===== src/rtl/morse_pkg.sv =====
// Shared types and constants for the Morse letter decoder.
package morse_pkg;

  typedef enum logic [1:0] {
    IDLE  = 2'd0,
    PRESS = 2'd1,
    GAP   = 2'd2,
    WGAP  = 2'd3
  } state_t;

  localparam logic SYM_DOT  = 1'b0;
  localparam logic SYM_DASH = 1'b1;

endpackage


===== src/rtl/morse_tick_timer.sv =====
// Restartable tick generator: one tick every TICK_CYCLES clocks, phase
// realigned whenever clear_i is asserted.
module morse_tick_timer #(
  parameter int TICK_CYCLES = 5_000_000
) (
  input  logic clk,
  input  logic reset_n,
  input  logic clear_i,
  output logic tick_o
);

  localparam int CW = (TICK_CYCLES > 1) ? $clog2(TICK_CYCLES) : 1;
  localparam logic [CW-1:0] LAST = CW'(TICK_CYCLES - 1);

  logic [CW-1:0] cnt_q, cnt_d;

  // Next count and tick: clear wins, terminal count wraps to zero.
  always_comb begin
    cnt_d  = cnt_q;
    tick_o = 1'b0;
    if (clear_i) begin
      cnt_d = '0;
    end else if (cnt_q == LAST) begin
      tick_o = 1'b1;
      cnt_d  = '0;
    end else begin
      cnt_d = cnt_q + CW'(1);
    end
  end

  // Cycle counter register.
  always_ff @(posedge clk or negedge reset_n) begin
    if (!reset_n) cnt_q <= '0;
    else          cnt_q <= cnt_d;
  end

endmodule


===== src/rtl/morse_letter_decoder.sv =====
// Morse key decoder: times key presses and gaps in tick units, classifies
// dots/dashes, packs them into a letter code and flags letter/word gaps.
//
// state | meaning
// ------+-------------------------------------------------------------
// IDLE  | no pending symbols, key released
// PRESS | key held, measuring press length
// GAP   | key released with symbols pending, waiting for letter gap
// WGAP  | letter emitted, waiting for word gap or next press
module morse_letter_decoder
  import morse_pkg::*;
#(
  parameter int TICK_CYCLES      = 5_000_000,
  parameter int DASH_TICKS       = 4,
  parameter int LETTER_GAP_TICKS = 6,
  parameter int WORD_GAP_TICKS   = 14,
  parameter int MAX_SYMBOLS      = 6,
  parameter int CNT_W            = 8
) (
  input  logic                                 clk,
  input  logic                                 reset_n,
  input  logic                                 b,
  output logic                                 dot,
  output logic                                 dash,
  output logic                                 code_valid,
  output logic [MAX_SYMBOLS-1:0]               code_bits,
  output logic [$clog2(MAX_SYMBOLS+1)-1:0]     code_len,
  output logic                                 code_err,
  output logic                                 word_gap
);

  localparam int LEN_W = $clog2(MAX_SYMBOLS + 1);
  localparam logic [CNT_W-1:0] DASH_T = CNT_W'(DASH_TICKS);
  localparam logic [CNT_W-1:0] LGAP_T = CNT_W'(LETTER_GAP_TICKS);
  localparam logic [CNT_W-1:0] WGAP_T = CNT_W'(WORD_GAP_TICKS);
  localparam logic [LEN_W-1:0] MAX_L  = LEN_W'(MAX_SYMBOLS);

  logic b_meta_q, b_s_q, b_d_q, rise_q, fall_q;
  logic edge_any, tick;
  logic [CNT_W-1:0] dur_q, dur_d;

  state_t state_q, state_d;
  logic [MAX_SYMBOLS-1:0] acc_bits_q, acc_bits_d;
  logic [LEN_W-1:0]       acc_len_q, acc_len_d;
  logic                   err_q, err_d;

  logic dot_q, dot_d, dash_q, dash_d, cv_q, cv_d, wg_q, wg_d;
  logic [MAX_SYMBOLS-1:0] code_bits_q, code_bits_d;
  logic [LEN_W-1:0]       code_len_q, code_len_d;
  logic                   code_err_q, code_err_d;
  logic                   sym;

  // Synchronize the key and register its edges; the edge register adds one
  // stage so dot/dash land four edges after the key is first sampled.
  always_ff @(posedge clk or negedge reset_n) begin
    if (!reset_n) begin
      b_meta_q <= 1'b0;
      b_s_q    <= 1'b0;
      b_d_q    <= 1'b0;
      rise_q   <= 1'b0;
      fall_q   <= 1'b0;
    end else begin
      b_meta_q <= b;
      b_s_q    <= b_meta_q;
      b_d_q    <= b_s_q;
      rise_q   <= b_s_q & ~b_d_q;
      fall_q   <= ~b_s_q & b_d_q;
    end
  end

  assign edge_any = rise_q | fall_q;

  morse_tick_timer #(
    .TICK_CYCLES(TICK_CYCLES)
  ) u_tick (
    .clk     (clk),
    .reset_n (reset_n),
    .clear_i (edge_any),
    .tick_o  (tick)
  );

  // Press/gap duration in ticks, restarted on every key edge, saturating.
  always_comb begin
    dur_d = dur_q;
    if (edge_any)                  dur_d = '0;
    else if (tick && dur_q != '1)  dur_d = dur_q + CNT_W'(1);
  end

  assign sym = (dur_q >= DASH_T) ? SYM_DASH : SYM_DOT;

  // Next state, symbol accumulation and output pulses.
  always_comb begin
    state_d     = state_q;
    acc_bits_d  = acc_bits_q;
    acc_len_d   = acc_len_q;
    err_d       = err_q;
    dot_d       = 1'b0;
    dash_d      = 1'b0;
    cv_d        = 1'b0;
    wg_d        = 1'b0;
    code_bits_d = code_bits_q;
    code_len_d  = code_len_q;
    code_err_d  = code_err_q;
    unique case (state_q)
      IDLE: begin
        if (rise_q) state_d = PRESS;
      end
      PRESS: begin
        if (fall_q) begin
          if (dur_q != '0) begin
            dot_d  = (sym == SYM_DOT);
            dash_d = (sym == SYM_DASH);
            if (acc_len_q < MAX_L) begin
              acc_bits_d = acc_bits_q | (MAX_SYMBOLS'(sym) << acc_len_q);
              acc_len_d  = acc_len_q + LEN_W'(1);
            end else begin
              err_d = 1'b1;
            end
          end
          state_d = ((acc_len_d != '0) || err_d) ? GAP : IDLE;
        end
      end
      GAP: begin
        if (dur_q >= LGAP_T) begin
          cv_d        = 1'b1;
          code_bits_d = acc_bits_q;
          code_len_d  = acc_len_q;
          code_err_d  = err_q;
          acc_bits_d  = '0;
          acc_len_d   = '0;
          err_d       = 1'b0;
          state_d     = WGAP;
        end
        // A press on the threshold cycle still starts the next letter.
        if (rise_q) state_d = PRESS;
      end
      WGAP: begin
        if (dur_q >= WGAP_T) begin
          wg_d    = 1'b1;
          state_d = IDLE;
        end
        if (rise_q) state_d = PRESS;
      end
      default: state_d = IDLE;
    endcase
  end

  // State, accumulator and registered outputs.
  always_ff @(posedge clk or negedge reset_n) begin
    if (!reset_n) begin
      state_q     <= IDLE;
      dur_q       <= '0;
      acc_bits_q  <= '0;
      acc_len_q   <= '0;
      err_q       <= 1'b0;
      dot_q       <= 1'b0;
      dash_q      <= 1'b0;
      cv_q        <= 1'b0;
      wg_q        <= 1'b0;
      code_bits_q <= '0;
      code_len_q  <= '0;
      code_err_q  <= 1'b0;
    end else begin
      state_q     <= state_d;
      dur_q       <= dur_d;
      acc_bits_q  <= acc_bits_d;
      acc_len_q   <= acc_len_d;
      err_q       <= err_d;
      dot_q       <= dot_d;
      dash_q      <= dash_d;
      cv_q        <= cv_d;
      wg_q        <= wg_d;
      code_bits_q <= code_bits_d;
      code_len_q  <= code_len_d;
      code_err_q  <= code_err_d;
    end
  end

  assign dot        = dot_q;
  assign dash       = dash_q;
  assign code_valid = cv_q;
  assign word_gap   = wg_q;
  assign code_bits  = code_bits_q;
  assign code_len   = code_len_q;
  assign code_err   = code_err_q;

endmodule


===== config.mk =====
export PLATFORM = sky130hd
export DESIGN_NAME = morse_letter_decoder
export DESIGN_NICKNAME = d
export VERILOG_FILES = /design/src/rtl/morse_pkg.sv /design/src/rtl/morse_tick_timer.sv /design/src/rtl/morse_letter_decoder.sv
export SDC_FILE = /design/constraint.sdc
export NUM_CORES = 1
export LEC_CHECK = 0
export ABC_AREA = 1
export CAP_MARGIN = 10
export CORE_ASPECT_RATIO = 0.75
export CORE_MARGIN = 5
export CORE_UTILIZATION = 55
export DETAILED_ROUTE_END_ITERATION = 10
export PLACE_DENSITY = 0.74
export SLEW_MARGIN = 30
export SYNTH_ARGS = -nofsm -noshare
export SYNTH_HDL_FRONTEND = slang
export SYNTH_SLANG_ARGS = --single-unit

===== constraint.sdc =====
create_clock -name clk -period 2.2 [get_ports clk]
set_clock_uncertainty 0.15 [all_clocks]
set_input_delay 0.55 -clock clk [delete_from_list [all_inputs] [get_ports clk]]
set_output_delay 0.55 -clock clk [all_outputs]
set_load 0.005 [all_outputs]

==> results.ini <==
[status]
status=finished, final reports clean

[global_routing]
grt_pass1_wl_mm=12.04
grt_antenna_before_repair=0
grt.total_usage_pct=19.99
grt_pass1_vias=2480
grt_start_max_net_pins=49
grt_overflow=0

[clocking]
cts_sinks=62
root_buffer=clkbuf_8
cts_max_path_buffers=2
cts-htree-levels=3
clock_latency_ns=0.34
cts_made_buffers=9
cts_tree=built
clk_pin_slew_worst_paths_ns=0.06

[yosys]
synth-main-ff-cell=dfrtp_1
synth_seq_cells=62
yosys_warnings=0
synth_xor_area_share_pct=4.857
synth_top_family_by_area=simple AND/OR/NAND/NOR gates
synth.most_common_cell=nand2_1
yosys.area.top_type_share_pct=47.80
synth.largest_area_cell=dfrtp_1
synthSimpleGateAreaFrac_pct=32.88
synth_common_cells=nand2_1 (97), dfrtp_1 (62), nor2_1 (55)
synth_edf_count=0
synthCells=406
ys_async_sr_fraction_pct=100.0
synth_compound_area_share_pct=5.590
muxShareOfSynthArea_pct=0
synth_nets=413
avgSynthCellArea_um2=7.994
syn_area_um2=3246
yosys-top-cells-area=dfrtp_1 (48%), nand2_1 (11%), nor2_1 (6.4%)
yosysSeqAreaShare_pct=47.80
synth_fa_ha_area_share_pct=1.542
synth_cell_types=31

[floorplan]
rows=24
fp.dieH_um=76.53
start_util_pct=56.29
io_pins=17
core-area_um2=5766
die_area_um2=7553
die-width_um=98.70

[hold_path]
hold_path_startpoint=b_meta_q$_DFF_PN0_
holdPathStages=0
hp-class=reg -> reg

[detailed_routing]
drt-vias-per-instance=5.284
dr.pass1.iters=4
drc=0
drt-wirelength-per-cell_um=13.53
num_vias=2700
drt-total-wl_mm=6.915
drtIter0Drc=246
antenna_left=0

[setup_path]
critical_path_class=reg -> reg
rr_worst_depth=9
cp-start-kind=register
critPathCaptureType=register
crit_required_ns=2.32
crit_path_start=u_tick.cnt_q[0]$_DFF_PN0_
cp.arrival_ns=2.14
worst-path-max-fanout=13
reg2reg_from=u_tick.cnt_q[0]$_DFF_PN0_

[timing]
worst_slew_pin_slew_ns=0.6757
maxSlewViolCount=0
layout_setup_ws_ns=0.1893
fin_crit_ns=2.011
grt_setup_unrepaired=false
post-route-period-util_pct=91.40
fmax_mhz=497.3
setup_tns_ns=0
setup_violations=0
max-slew-margin-rel_pct=54.90
hold_viol=0

[job]
maxCapViolations=0

[power]
power.density_nw_per_um2=656.4
seqPwrFrac_pct=49.9
ir_drop_v=0.0004232
p_switching_mw=0.5926
clockPowerShare_pct=41.2
p_leak_nw=1.806
swShare_pct=24.34
combPwrFrac_pct=8.9
internal-power_mw=1.842

[place]
post-place-ws_ns=0.2084
post_dp_cell_area_um2=3496
place_inst=497
portBuffers=16
place_congestion=0.9358
hpwlAfterDp_mm=5.033

[layout]
areaGrowthSynthToFinish_pct=14.30
stdcell_area_um2=3710
num-nets-final=438
fin_util_pct=64.34
n_antenna_cell=0
layout.cells.non_filler=511
drive_gt1_share_pct=7.621
fillers=519

## critical path, stage by stage, from the launching register on
cell and delay, ns:
dfrtp_1 0.45, ha_1 0.30, nand2_2 0.14, nor2_8 0.16
nand2_4 0.07, nor3_4 0.20, nand2_4 0.14, clkinv_4 0.14
nand4_1 0.11, nand2_1 0.09
## path summary, 6_finish.rpt
check | endpoint | slack, ns
worst max-delay path | dur_q[0]$_DFFE_PN0P_ | 0.19
worst min-delay path | b_s_q$_DFF_PN0_ | 0.21
worst max register to register | dur_q[0]$_DFFE_PN0P_ | 0.19
worst min register to register | b_s_q$_DFF_PN0_ | 0.21
max in group asynchronous | code_valid$_DFF_PN0_ | 0.82
min in group asynchronous | u_tick.cnt_q[13]$_DFF_PN0_ | 0.51
## sequential cells by signal, summed over array words and instances, names as in the netlist, 2 cells and up
register and flops:
code_bits 6, acc_len_q 3, u_tick.cnt_q 23, state_q 2
dur_q 8, acc_bits_q 6, code_len 3
## repair_timing
item                                    in CTS  in global routing
hold endpoints to repair                    14                  0
setup buffers                                0                  0
hold buffers                                 1                  0
endpoints found under the setup margin       0                  1
gates resized for setup                      0                  1
## power by group through the flow
stage          sequential, mW  clock [mW]  combinational, mW
3_5_place_dp             1.23           0              0.216
5_1_grt                  1.22        1.08              0.249
2_1_floorplan            1.22           0              0.148
4_1_cts                  1.21        1.02              0.216
6_report                 1.21        1.00              0.218
3_3_place_gp             1.23           0              0.206
## cells by family after synthesis
logic type,count (synthesis)
AOI/OAI and AO/OA,34
and+or+nand+nor,231
DFF,62
xor gates and xnor gates,18
adders and majority gates,4
buffers and inverters,57
## layout make-up
type,count,area [um2],area share [%]
timing repair buffer,21,207.7,5.599
sequential,62,1551,41.82
multi-input combinational,287,1465,39.49
clock buffer,12,165.2,4.452
tap,78,97.59,2.631
clock inverter,1,30.03,0.8094
inverter,50,192.7,5.194
## metal layers
layer	wire length (um)	GRT usage, %
met1	3372	29.49
met2	3062	28.68
met3	429	5.581
met4	51	5.730
met5	0	0
## placed cells by master (no fill, tap or decap), types with 2 or more instances in the layout
cell,Yosys,layout
nand2_2,2,2
nor3b_1,2,2
ha_1,4,4
a21o_1,2,2
nand3_1,30,30
nor3_4,2,2
nand3b_1,2,2
or2_2,2,2
nand2_1,97,97
dfrtp_1,62,62
nand2_4,2,2
xnor2_1,2,2
o21ai_0,19,19
buf_4,0,3
inv_1,48,48
nor2_1,55,55
clkdlybuf4s50_1,0,15
clkbuf_8,0,12
a21oi_1,10,10
xor2_1,16,16
nand4_1,18,18
nor3_1,15,15
## through the flow
| stage | power (mW) | hold slack [ns] |
|---|---|---|
| after floorplan | 1.372 | 0.1044 |
| after detailed placement | 1.449 | 0.2063 |
| final | 2.435 | 0.2146 |
| after global routing | 2.551 | 0.2323 |
| after CTS | 2.451 | 0.2225 |
| after global placement | 1.437 | 0.1838 |
No activity file was read; power rests on OpenSTA's default activity.
